===== src/rtl/regwb_arbiter.sv =====
// regwb_arbiter: two-requester register-file writeback arbiter.
//   The ALU and load ports each own a one-entry holding slot. One slot is
//   granted per cycle (older first, load on a same-edge tie) and the granted
//   slot is written to the register file on the following edge.
// Ports:
//   clock, reset_n                 clock, async active-low reset
//   alu_valid/reg/data, alu_ready  ALU writeback request (valid/ready)
//   ld_valid/reg/data,  ld_ready   load writeback request (valid/ready)
//   regWrite/writeReg/writeData    registered register-file write port
//   pending                        per-register write-in-flight bitmap
//   conflict_cnt                   saturating count of both-slots-full edges
module regwb_arbiter #(
  parameter int CNT_W = 16
) (
  input  logic             clock,
  input  logic             reset_n,
  input  logic             alu_valid,
  input  logic [4:0]       alu_reg,
  input  logic [31:0]      alu_data,
  output logic             alu_ready,
  input  logic             ld_valid,
  input  logic [4:0]       ld_reg,
  input  logic [31:0]      ld_data,
  output logic             ld_ready,
  output logic             regWrite,
  output logic [4:0]       writeReg,
  output logic [31:0]      writeData,
  output logic [31:0]      pending,
  output logic [CNT_W-1:0] conflict_cnt
);

  logic             r_alu_full, r_ld_full, r_ld_older;
  logic [4:0]       r_alu_reg, r_ld_reg, r_wreg;
  logic [31:0]      r_alu_data, r_ld_data, r_wdata;
  logic             r_we;
  logic [CNT_W-1:0] r_cnt;

  logic w_gnt_alu, w_gnt_ld;
  logic w_alu_fill, w_ld_fill, w_alu_hold, w_ld_hold;
  logic [31:0] w_pend;

  // Grant depends on slot state only, so ready never depends on valid.
  assign w_gnt_alu = r_alu_full & (~r_ld_full | ~r_ld_older);
  assign w_gnt_ld  = r_ld_full  & (~r_alu_full | r_ld_older);

  assign alu_ready = ~r_alu_full | w_gnt_alu;
  assign ld_ready  = ~r_ld_full  | w_gnt_ld;

  // A register-0 transfer is accepted but never occupies the slot.
  assign w_alu_fill = alu_valid & alu_ready & (alu_reg != 5'd0);
  assign w_ld_fill  = ld_valid  & ld_ready  & (ld_reg  != 5'd0);

  // Slot keeps its old content across this edge (full and not granted).
  assign w_alu_hold = r_alu_full & ~w_gnt_alu;
  assign w_ld_hold  = r_ld_full  & ~w_gnt_ld;

  always_ff @(posedge clock or negedge reset_n) begin
    if (!reset_n) begin
      r_alu_full <= 1'b0;
      r_alu_reg  <= '0;
      r_alu_data <= '0;
      r_ld_full  <= 1'b0;
      r_ld_reg   <= '0;
      r_ld_data  <= '0;
      r_ld_older <= 1'b0;
      r_we       <= 1'b0;
      r_wreg     <= '0;
      r_wdata    <= '0;
      r_cnt      <= '0;
    end else begin
      if (w_alu_fill) begin
        r_alu_full <= 1'b1;
        r_alu_reg  <= alu_reg;
        r_alu_data <= alu_data;
      end else if (w_gnt_alu) begin
        r_alu_full <= 1'b0;
      end

      if (w_ld_fill) begin
        r_ld_full <= 1'b1;
        r_ld_reg  <= ld_reg;
        r_ld_data <= ld_data;
      end else if (w_gnt_ld) begin
        r_ld_full <= 1'b0;
      end

      // Load is older when it lands next to an empty/same-edge ALU slot, or
      // when a fresh ALU entry arrives behind a held load. A load landing
      // behind a held ALU entry makes the ALU the older one.
      if (w_ld_fill)
        r_ld_older <= w_alu_fill | ~w_alu_hold;
      else if (w_alu_fill && w_ld_hold)
        r_ld_older <= 1'b1;

      r_we <= w_gnt_alu | w_gnt_ld;
      if (w_gnt_ld) begin
        r_wreg  <= r_ld_reg;
        r_wdata <= r_ld_data;
      end else if (w_gnt_alu) begin
        r_wreg  <= r_alu_reg;
        r_wdata <= r_alu_data;
      end

      if (r_alu_full && r_ld_full && !(&r_cnt))
        r_cnt <= r_cnt + CNT_W'(1);
    end
  end

  always_comb begin
    w_pend = '0;
    if (r_alu_full) w_pend[r_alu_reg] = 1'b1;
    if (r_ld_full)  w_pend[r_ld_reg]  = 1'b1;
    if (r_we)       w_pend[r_wreg]    = 1'b1;
    w_pend[0] = 1'b0;
  end

  assign regWrite     = r_we;
  assign writeReg     = r_wreg;
  assign writeData    = r_wdata;
  assign pending      = w_pend;
  assign conflict_cnt = r_cnt;

endmodule


===== config.mk =====
export PLATFORM = sky130hd
export DESIGN_NAME = regwb_arbiter
export DESIGN_NICKNAME = d
export VERILOG_FILES = /design/src/rtl/regwb_arbiter.sv
export SDC_FILE = /design/constraint.sdc
export NUM_CORES = 1
export LEC_CHECK = 0
export ABC_AREA = 1
export ABC_CLOCK_PERIOD_IN_PS = 2000
export CAP_MARGIN = 20
export CORE_AREA = 2 2 139 168
export DETAILED_ROUTE_END_ITERATION = 8
export DIE_AREA = 0 0 141 170
export GPL_TIMING_DRIVEN = 0
export PLACE_DENSITY_LB_ADDON = 0.2
export SKIP_CTS_REPAIR_TIMING = 1
export SLEW_MARGIN = 40
export SYNTH_ARGS = -nofsm -noshare
export SYNTH_HDL_FRONTEND = slang
export SYNTH_SLANG_ARGS = --single-unit
export TNS_END_PERCENT = 5

===== constraint.sdc =====
create_clock -name clock -period 2 [get_ports clock]
set_clock_uncertainty 0.05 [all_clocks]
set_input_delay 0.4 -clock clock [delete_from_list [all_inputs] [get_ports clock]]
set_output_delay 0.4 -clock clock [all_outputs]
set_load 0.03 [all_outputs]

==> impl_metrics.toml <==
[status]
status = "finished with violations"
violations = "setup timing"

[clocking]
clk_latency_ns = 0.42
cts.sinks = 131
clk_pin_slew_worst_paths_ns = 0.05
cts_tree = "yes"
cts_made_buffers = 17
htreeDepth = 4
cts_buffer_depth = 2
ctsRootBufferMaster = "clkbuf_16"

[setup_path]
worstPathMaxFanout = 7
r2r_end = "conflict_cnt[13]$_DFFE_PN0P_"
cp_data_arrival_time_ns = 1.78
reg2regPathDepth = 8
cp-start-kind = "flip-flop"
crit_end = "pending[6]"
end_kind = "output port"
critPathKind = "reg2out"
timing.rr.start = "conflict_cnt[0]$_DFFE_PN0P_"
r2r_slack_ns = 0.17
startpoint = "writeReg[0]$_DFFE_PN0P_"
required_ns = 1.55

[placed_design]
dp_hpwl_um = 16400
gp_congestion = 0.896
placed_area_um2 = 8680
portBuffers = 164

[floorplanning]
die_w_um = 141
num_rows = 60
die_area_um2 = 24000
io_pins = 166
core_um2 = 22300
dieHeight_um = 170
initial_core_util = 0.297

[drt]
drc = 0
wl_per_cell_um = 17.1
drtIter0Drc = 424
drt-total-wl_um = 22600
num_vias = 6506
ant_nets = 0
dr.pass1.iters = 5
viasPerCell = 4.91

[final_layout]
antenna_cells = 0
design_area_um2 = 9820
final_cell_mix = "nand2_1 (239), nand3_1 (150), dfrtp_1 (118), clkdlybuf4s50_1 (107), inv_1 (75)"
fillers = 2243
layout.nets = 1112
syn2layout_area_growth_pct = 48.3
drive_above_1_share = 0.185
final_common_cell = "nand2_1"

[timing]
max_freq_mhz = 448
hold_viol_final = 0
setup_viol = 31
fin_tns_setup_ns = -5.23
tightest_slew_ns = 0.580
period_share = 1.12
slew_headroom = 0.613
finalCriticalPeriod_ns = 2.23
slew_violations = 0
rsz0062_at_grt = "true"
layout_setup_ws_ns = -0.232

[power_and_ir_drop]
total_power_uw = 13200
vdd_drop_max_uv = 702
p_per_area_nw_per_um2 = 1340
power.leakage_uw = 0.00490

[global_routing]
grtUsageTotal = 0.186
grt_start_max_net_pins = 59
antenna_found_initial = 0
grt_overflow_total = 0
grt_first_pass_wirelength_um = 34400
grt_pass1_vias = 6207

[synthesis]
syn_nets = 907
synth_warnings = 0
synth.distinct_cells = 28
synthesis.instances = 828
syn_area_um2 = 6620
ys_ff_latch = 131
yosysSeqAreaShare = 0.495
syn-mean-instance-area_um2 = 8.00

[hold_path]
hp-class = "in2async"

[run]
max_cap_violations = 0
through the flow:
| step | hold WS (ns) | cells | setup WS, ns | utilization |
|---|---|---|---|---|
| 2_1_floorplan | 0.0544 | 828 | 0.0446 | - |
| 3_3_place_gp | 0.404 | 1271 | -5.18 | 0.386 |
| 3_5_place_dp | 0.255 | 1273 | -0.528 | 0.389 |
| 4_1_cts | -0.193 | 1305 | -0.985 | 0.420 |
| 5_1_grt | 0.426 | 1325 | -0.337 | 0.440 |
| 6_report | 0.401 | 1325 | -0.232 | 0.440 |
worst min-delay path by stage:
stage | start | end | cells past startpoint
global route | reset_n | conflict_cnt[2]$_DFFE_PN0P_ | 2
CTS | reset_n | r_alu_data[17]$_DFFE_PN0P_ | 1
floorplan | reset_n | conflict_cnt[0]$_DFFE_PN0P_ | 0
detailed placement | reset_n | conflict_cnt[2]$_DFFE_PN0P_ | 1
global placement | r_alu_data[10]$_DFFE_PN0P_ | r_alu_data[10]$_DFFE_PN0P_ | 2
finish | reset_n | conflict_cnt[2]$_DFFE_PN0P_ | 2
metal layers:
metal / track usage / wire length, µm / vias to the layer above
met5: 0 / 0 / -
met4: 0.0604 / 439 / 0
met3: 0.0476 / 1440 / 34
met2: 0.327 / 11400 / 206
met1: 0.221 / 9300 / 3113
li1: - / - / 3153
kinds of logic after synthesis:
group,synth area share
fa+ha+maj,0.00189
flops,0.495
simple gates,0.315
compound gates,0.0920
xor+xnor,0.0106
buf+inv,0.0847
other cells,0.000566
worst max-delay path: stages (launching register included):
cell and delay (ns):
dfrtp_1 0.46, nor2_1 0.22, nand2_2 0.18, o221ai_1 0.25
clkbuf_2 0.25
cell type report:
class / instances / area [µm²] / area share
timing repair buffer: 186 / 1880 / 0.192
sequential: 131 / 3290 / 0.335
clock buffer: 19 / 433 / 0.0441
tap: 279 / 349 / 0.0356
multi-input combinational: 573 / 3030 / 0.309
buffer: 39 / 239 / 0.0243
clock inverter: 13 / 256 / 0.0261
inverter: 85 / 332 / 0.0338
where the power goes:
part | switching [µW] | internal (µW)
clock network | 1190 | 2470
registers | 667 | 3430
logic | 3360 | 2050
synthesized netlist by cell type:
library cell  number  share of area
o221ai_1          19          0.025
nand2_4            3         0.0051
nor3_2             2         0.0030
o211ai_1          18          0.020
nand3_1          160           0.12
buf_6              7          0.012
inv_2              3         0.0017
buf_1              1        0.00057
dfrtp_1          131           0.50
inv_1             81          0.046
o21ai_2            2         0.0026
buf_2             14          0.011
nand4_1           12          0.011
nor3_1            13         0.0098
inv_4              1        0.00095
conb_1             1        0.00057
clkbuf_1          11         0.0062
nor2_2             2         0.0019
a21oi_2           16          0.021
o21ai_0           12         0.0091
nor2_1            42          0.024
nand2_2            2         0.0019
xnor2_1            8          0.011
nand2_1          242           0.14
buf_4              6         0.0068
a21oi_1            5         0.0038
ha_1               1         0.0019
o21ai_1           13         0.0098
Note: power is estimated with default switching activity, not from simulation.
